[config.mk]
export PLATFORM = sky130hd
export DESIGN_NAME = muldiv_hilo
export DESIGN_NICKNAME = d
export VERILOG_FILES = /design/src/rtl/muldiv_pkg.sv /design/src/rtl/muldiv_step.sv /design/src/rtl/muldiv_hilo.sv
export SDC_FILE = /design/constraint.sdc
export NUM_CORES = 1
export LEC_CHECK = 0
export ABC_AREA = 1
export BUFFER_PORTS_ARGS = -buffer_cell sky130_fd_sc_hd__clkbuf_2
export CAP_MARGIN = 20
export CORE_MARGIN = 1.5
export CORE_UTILIZATION = 50
export DETAILED_ROUTE_END_ITERATION = 10
export PLACE_DENSITY = 0.65
export RECOVER_POWER = 50
export SYNTH_ARGS = -nofsm -noshare
export SYNTH_HDL_FRONTEND = slang
export SYNTH_SLANG_ARGS = --single-unit
[constraint.sdc]
create_clock -name clk -period 3 [get_ports clk]
set_clock_uncertainty 0.1 [all_clocks]
set_input_delay 0.3 -clock clk [delete_from_list [all_inputs] [get_ports clk]]
set_output_delay 0.3 -clock clk [all_outputs]
set_load 0.01 [all_outputs]
[src/rtl/muldiv_pkg.sv]
// Shared types and constants for the HI/LO multiply/divide unit.
package muldiv_pkg;

  // Operation codes delivered by decode.
  typedef enum logic [2:0] {
    OP_MULT  = 3'd0,
    OP_MULTU = 3'd1,
    OP_DIV   = 3'd2,
    OP_DIVU  = 3'd3,
    OP_MTHI  = 3'd4,
    OP_MTLO  = 3'd5
  } muldiv_op_t;

  // Control states of the iterative engine.
  typedef enum logic [1:0] {
    IDLE = 2'd0,
    MUL  = 2'd1,
    DIV  = 2'd2,
    FIX  = 2'd3
  } muldiv_state_t;

  // Fill bit for LO after a divide by zero (LO becomes all ones).
  localparam logic DIVZ_LO_FILL = 1'b1;

endpackage

[src/rtl/muldiv_step.sv]
// One iteration of the datapath: radix-2 shift-add multiply or
// restoring shift-subtract divide on a 2*WIDTH accumulator.
// Multiply: acc = {partial product, remaining multiplier bits}.
// Divide:   acc = {partial remainder, dividend bits / quotient bits}.
module muldiv_step #(
  parameter int WIDTH = 32
) (
  input  logic               div_i,
  input  logic [2*WIDTH-1:0] acc_i,
  input  logic [WIDTH-1:0]   opb_i,
  output logic [2*WIDTH-1:0] acc_o
);

  logic [WIDTH:0]   mul_sum;
  logic [WIDTH:0]   div_part;
  logic [WIDTH:0]   div_diff;
  logic             div_nb;
  logic [WIDTH-1:0] div_rem;

  // Compute both step flavours and select the one requested by the mode.
  always_comb begin
    mul_sum  = {1'b0, acc_i[2*WIDTH-1:WIDTH]}
             + ({1'b0, opb_i} & {(WIDTH+1){acc_i[0]}});
    div_part = acc_i[2*WIDTH-1:WIDTH-1];
    div_diff = div_part - {1'b0, opb_i};
    div_nb   = ~div_diff[WIDTH];
    if (div_nb) begin
      div_rem = div_diff[WIDTH-1:0];
    end else begin
      div_rem = div_part[WIDTH-1:0];
    end
    if (div_i) begin
      acc_o = {div_rem, acc_i[WIDTH-2:0], div_nb};
    end else begin
      acc_o = {mul_sum, acc_i[WIDTH-1:1]};
    end
  end

endmodule

[src/rtl/muldiv_hilo.sv]
// Multi-cycle multiply/divide unit owning the HI/LO registers.
// Operates on magnitudes and applies the sign correction in FIX.
import muldiv_pkg::*;

module muldiv_hilo #(
  parameter int WIDTH = 32
) (
  input  logic             clk,
  input  logic             rst_n,
  input  logic             start,
  input  muldiv_op_t       op,
  input  logic [WIDTH-1:0] rs_val,
  input  logic [WIDTH-1:0] rt_val,
  input  logic             abort,
  output logic             busy,
  output logic             done,
  output logic [WIDTH-1:0] hi,
  output logic [WIDTH-1:0] lo
);

  localparam int CNT_W = $clog2(WIDTH + 1);
  localparam logic [CNT_W-1:0] CNT_LOAD = CNT_W'(WIDTH);
  localparam logic [CNT_W-1:0] CNT_ZERO = {CNT_W{1'b0}};
  localparam logic [CNT_W-1:0] CNT_ONE  = CNT_W'(1);

  // Two's-complement magnitude; the most negative value maps to 2^(WIDTH-1).
  function automatic logic [WIDTH-1:0] mag(input logic [WIDTH-1:0] x, input logic sgn);
    if (sgn && x[WIDTH-1]) begin
      mag = -x;
    end else begin
      mag = x;
    end
  endfunction

  muldiv_state_t      state_q, state_d;
  logic [CNT_W-1:0]   cnt_q, cnt_d;
  logic [2*WIDTH-1:0] acc_q, acc_d;
  logic [WIDTH-1:0]   opb_q, opb_d;
  logic               neg_lo_q, neg_lo_d;
  logic               neg_hi_q, neg_hi_d;
  logic               is_div_q, is_div_d;
  logic [WIDTH-1:0]   hi_q, hi_d;
  logic [WIDTH-1:0]   lo_q, lo_d;
  logic               busy_q, busy_d;
  logic               done_q, done_d;

  logic [2*WIDTH-1:0] step_acc;
  logic               op_signed;
  logic [WIDTH-1:0]   a_mag;
  logic [WIDTH-1:0]   b_mag;
  logic [2*WIDTH-1:0] fix_prod;
  logic [WIDTH-1:0]   fix_hi;
  logic [WIDTH-1:0]   fix_lo;

  muldiv_step #(.WIDTH(WIDTH)) u_step (
    .div_i (state_q == DIV),
    .acc_i (acc_q),
    .opb_i (opb_q),
    .acc_o (step_acc)
  );

  // Operand magnitudes for the request being presented.
  always_comb begin
    op_signed = (op == OP_MULT) || (op == OP_DIV);
    a_mag     = mag(rs_val, op_signed);
    b_mag     = mag(rt_val, op_signed);
  end

  // Sign-corrected result as it will be written into HI/LO.
  always_comb begin
    fix_prod = acc_q;
    if (is_div_q) begin
      if (neg_hi_q) begin
        fix_hi = -acc_q[2*WIDTH-1:WIDTH];
      end else begin
        fix_hi = acc_q[2*WIDTH-1:WIDTH];
      end
      if (neg_lo_q) begin
        fix_lo = -acc_q[WIDTH-1:0];
      end else begin
        fix_lo = acc_q[WIDTH-1:0];
      end
    end else begin
      if (neg_lo_q) begin
        fix_prod = -acc_q;
      end else begin
        fix_prod = acc_q;
      end
      fix_hi = fix_prod[2*WIDTH-1:WIDTH];
      fix_lo = fix_prod[WIDTH-1:0];
    end
  end

  // Next-state logic: request acceptance, iteration, write-back and flush.
  always_comb begin
    state_d  = state_q;
    cnt_d    = cnt_q;
    acc_d    = acc_q;
    opb_d    = opb_q;
    neg_lo_d = neg_lo_q;
    neg_hi_d = neg_hi_q;
    is_div_d = is_div_q;
    hi_d     = hi_q;
    lo_d     = lo_q;
    done_d   = 1'b0;
    if (abort) begin
      state_d = IDLE;
    end else begin
      case (state_q)
        IDLE: begin
          if (start) begin
            case (op)
              OP_MTHI: hi_d = rs_val;
              OP_MTLO: lo_d = rs_val;
              OP_MULT, OP_MULTU: begin
                acc_d    = {{WIDTH{1'b0}}, a_mag};
                opb_d    = b_mag;
                neg_lo_d = op_signed && (rs_val[WIDTH-1] ^ rt_val[WIDTH-1]);
                neg_hi_d = op_signed && rs_val[WIDTH-1];
                is_div_d = 1'b0;
                cnt_d    = CNT_LOAD;
                state_d  = MUL;
              end
              OP_DIV, OP_DIVU: begin
                is_div_d = 1'b1;
                opb_d    = b_mag;
                state_d  = DIV;
                if (rt_val == {WIDTH{1'b0}}) begin
                  // Preset result: drains through one empty DIV cycle unchanged.
                  acc_d    = {rs_val, {WIDTH{DIVZ_LO_FILL}}};
                  neg_lo_d = 1'b0;
                  neg_hi_d = 1'b0;
                  cnt_d    = CNT_ZERO;
                end else begin
                  acc_d    = {{WIDTH{1'b0}}, a_mag};
                  neg_lo_d = op_signed && (rs_val[WIDTH-1] ^ rt_val[WIDTH-1]);
                  neg_hi_d = op_signed && rs_val[WIDTH-1];
                  cnt_d    = CNT_LOAD;
                end
              end
              default: state_d = IDLE;
            endcase
          end else begin
            state_d = IDLE;
          end
        end
        MUL, DIV: begin
          if (cnt_q == CNT_ZERO) begin
            state_d = FIX;
          end else begin
            acc_d = step_acc;
            cnt_d = cnt_q - CNT_ONE;
          end
        end
        FIX: begin
          hi_d    = fix_hi;
          lo_d    = fix_lo;
          done_d  = 1'b1;
          state_d = IDLE;
        end
        default: state_d = IDLE;
      endcase
    end
    busy_d = (state_d != IDLE);
  end

  // State and output registers.
  always_ff @(posedge clk or negedge rst_n) begin
    if (!rst_n) begin
      state_q  <= IDLE;
      cnt_q    <= CNT_ZERO;
      acc_q    <= {(2*WIDTH){1'b0}};
      opb_q    <= {WIDTH{1'b0}};
      neg_lo_q <= 1'b0;
      neg_hi_q <= 1'b0;
      is_div_q <= 1'b0;
      hi_q     <= {WIDTH{1'b0}};
      lo_q     <= {WIDTH{1'b0}};
      busy_q   <= 1'b0;
      done_q   <= 1'b0;
    end else begin
      state_q  <= state_d;
      cnt_q    <= cnt_d;
      acc_q    <= acc_d;
      opb_q    <= opb_d;
      neg_lo_q <= neg_lo_d;
      neg_hi_q <= neg_hi_d;
      is_div_q <= is_div_d;
      hi_q     <= hi_d;
      lo_q     <= lo_d;
      busy_q   <= busy_d;
      done_q   <= done_d;
    end
  end

  assign busy = busy_q;
  assign done = done_q;
  assign hi   = hi_q;
  assign lo   = lo_q;

endmodule

==> impl_metrics.json <==
{
  "status": "completed",
  "gp_congestion": 1.11,
  "nets": 3353,
  "hold_violations": 0,
  "area_delta_synth_final_pct": 11.5,
  "dpl_worst_slack_ns": 0.226,
  "regToRegStartpoint": "acc_q[0]",
  "clk_pin_slew_worst_paths_ns": 0.08,
  "utilization_pct": 56.4,
  "yosysTopAreaCellShare_pct": 24.2,
  "worstPathRequired_ns": 3.29,
  "relSlewSlack_pct": 8.66,
  "async_reset_ff_share_pct": 100,
  "worstSetupPathType": "reg -> reg",
  "max_stage_delay_ns": 0.44,
  "row_count": 69,
  "ys_ff_latch": 173,
  "antenna_found_initial": 2,
  "worst_setup_path_end_kind": "flop",
  "drc_errors": 0,
  "via_count": 21500,
  "final_max_slew_viol_count": 0,
  "dp_hpwl_um": 62200,
  "cts_made_buffers": 17,
  "drtAntennaViolNets": 0,
  "period_share_pct": 94.6,
  "cap_viol_max_count": 0,
  "drt_wl_total_um": 77200,
  "start_util_pct": 50.6,
  "fp.dieH_um": 192,
  "syn_nets": 3216,
  "startpoint": "acc_q[0]",
  "cp_max_fo": 5,
  "leakagePower_nw": 10.7,
  "grt_max_degree": 93,
  "cp_cell_sequence": "buf_4 -> inv_1 -> ha_1 -> nand2_1 -> nor2_1 -> nand2_1 -> nor2_1 -> nand2_1 -> o21ai_2 -> nand3_1 -> nand3_1 -> nand3_1 -> a21oi_1",
  "finalCriticalPeriod_ns": 2.84,
  "vias_per_cell": 5.83,
  "vdd_drop_max_v": 0.000441,
  "ctsHtreeMaxLevel": 4,
  "p_per_area_nw_per_um2": 551,
  "ys_warn_count": 0,
  "clockRootBuffer": "clkbuf_16",
  "clkSinkCount": 173,
  "worst_slew_pin_slew_ns": 1.37,
  "synth_edf_count": 0,
  "worstPathArrival_ns": 3.13,
  "worst_setup_path_start_kind": "flop",
  "io-pin-count": 137,
  "drt_iter0_drc": 2873,
  "synth-seq-area-share_pct": 24.2,
  "synth_area_leaders": "dfrtp_1, nand2_1, inv_1",
  "avgSynthCellArea_sq_um": 5.83,
  "gr-total-overflow": 0,
  "crit_slowest_cell": "dfrtp_1",
  "first_pass_iters": 9,
  "worst_slack_ns": 0.161,
  "post-synth-top-count-cell": "nand2_1",
  "wl_per_cell_um": 21.0,
  "hold_slack_ns": 0.0680,
  "dieArea_sq_um": 37000,
  "hold_class": "in -> reg",
  "tns_ns": 0,
  "cts_tree": "built",
  "fmax_mhz": 352,
  "synth_common_cells": "nand2_1, inv_1, nor2_1, nand3_1, a21oi_1",
  "grt.total_usage_pct": 41.8,
  "clock_path_buffers": 2,
  "rsz0062_at_grt": "no",
  "grt_pass1_vias": 19000,
  "netlist_area_sq_um": 17900,
  "hp-start": "rt_val[11]",
  "yosysUniqueCellTypes": 48,
  "synth_cells": 3070,
  "drive_gt1_share_pct": 9.41,
  "core_sq_um": 35400,
  "grt_pass1_wl_um": 115000,
  "setup_viol": 0,
  "port-buffer-count": 136,
  "clock_latency_ns": 0.48,
  "yosys.area.top_type": "dfrtp_1",
  "ys.flop_type": "dfrtp_1",
  "die_w_um": 192
}
cell usage in the layout, fill, tap and decap left out, drive strengths merged, types with 47 or more instances in the layout:
cell type and instances:
nand2 996, inv 427, nor2 374, nand3 259, a21oi 222, o21ai 196
dfrtp 173, clkbuf 155, buf 79, ha 73, xor2 47
worst paths after layout:
kind	end	slack [ns]	depth (start not counted)
max	hi[16]	0.16	13
min	opb_q[11]	0.07	3
max reg2reg	hi[16]	0.16	13
min reg2reg	lo[31]	0.39	2
max in group asynchronous	opb_q[3]	0.39	3
min in group asynchronous	acc_q[55]	0.59	2
stage by stage:
stage | power (mW) | cell area, sq um | instances
final | 11.0 | 20000 | 3682
after global routing | 11.7 | 20000 | 3681
after CTS | 10.8 | 20000 | 3680
after detailed placement | 8.45 | 19400 | 3646
after global placement | 8.40 | 19400 | 3646
after floorplan | 6.55 | 17900 | 3070
critical path, delay by kind of cell, from the launching register on:
family                     cells  cell delay (ns)
and+or+nand+nor                8             1.24
DFF                            1             0.44
AOI/OAI and AO/OA              2             0.45
adders and majority gates      1             0.25
buffers and inverters          2             0.29
registers in the layout, indices dropped and copies added (netlist names), 2 cells and up:
register	count
lo	32
hi	32
cnt_q	6
opb_q	32
state_q	2
acc_q	64
cells by family after synthesis:
kind of cell / synth area share [%]
AND/OR/NAND/NOR: 40.0
buffers and inverters: 11.4
AO/OA/AOI/OAI: 15.8
flip-flops: 24.2
adder cells (fa/ha/maj): 5.32
XOR/XNOR: 3.33
power by group:
part	switching (mW)	leakage, nW	total, mW	internal [mW]
logic	3.59	8.29	5.27	1.68
registers	0.545	2.14	3.36	2.81
clock network	1.19	0.283	2.37	1.19
total	5.32	10.7	11.0	5.68
final cells by class:
type | count | area [sq um]
Clock buffer | 17 | 425
Multi-Input combinational cell | 2371 | 11500
Timing Repair Buffer | 219 | 1320
Antenna cell | 1 | 2.50
Clock inverter | 15 | 173
Fill cell | 3731 | 15400
Inverter | 425 | 1600
Tap cell | 461 | 577
Sequential cell | 173 | 4330
repair_timing:
action                     CTS  global route
setup endpoints to repair    0            32
hold buffers                 2             0
buffers inserted             0             1
hold endpoints to repair    44             0
resized for setup            0             2
layer usage:
layer,GRT usage (%),part of all wire (%),vias to the layer above
met5,0,0.022,-
met4,19.6,5.1,2
met3,12.5,14,202
met2,55.7,38,1398
met1,60.4,43,9806
li1,-,-,10100
No activity file was read; power rests on OpenSTA's default activity.
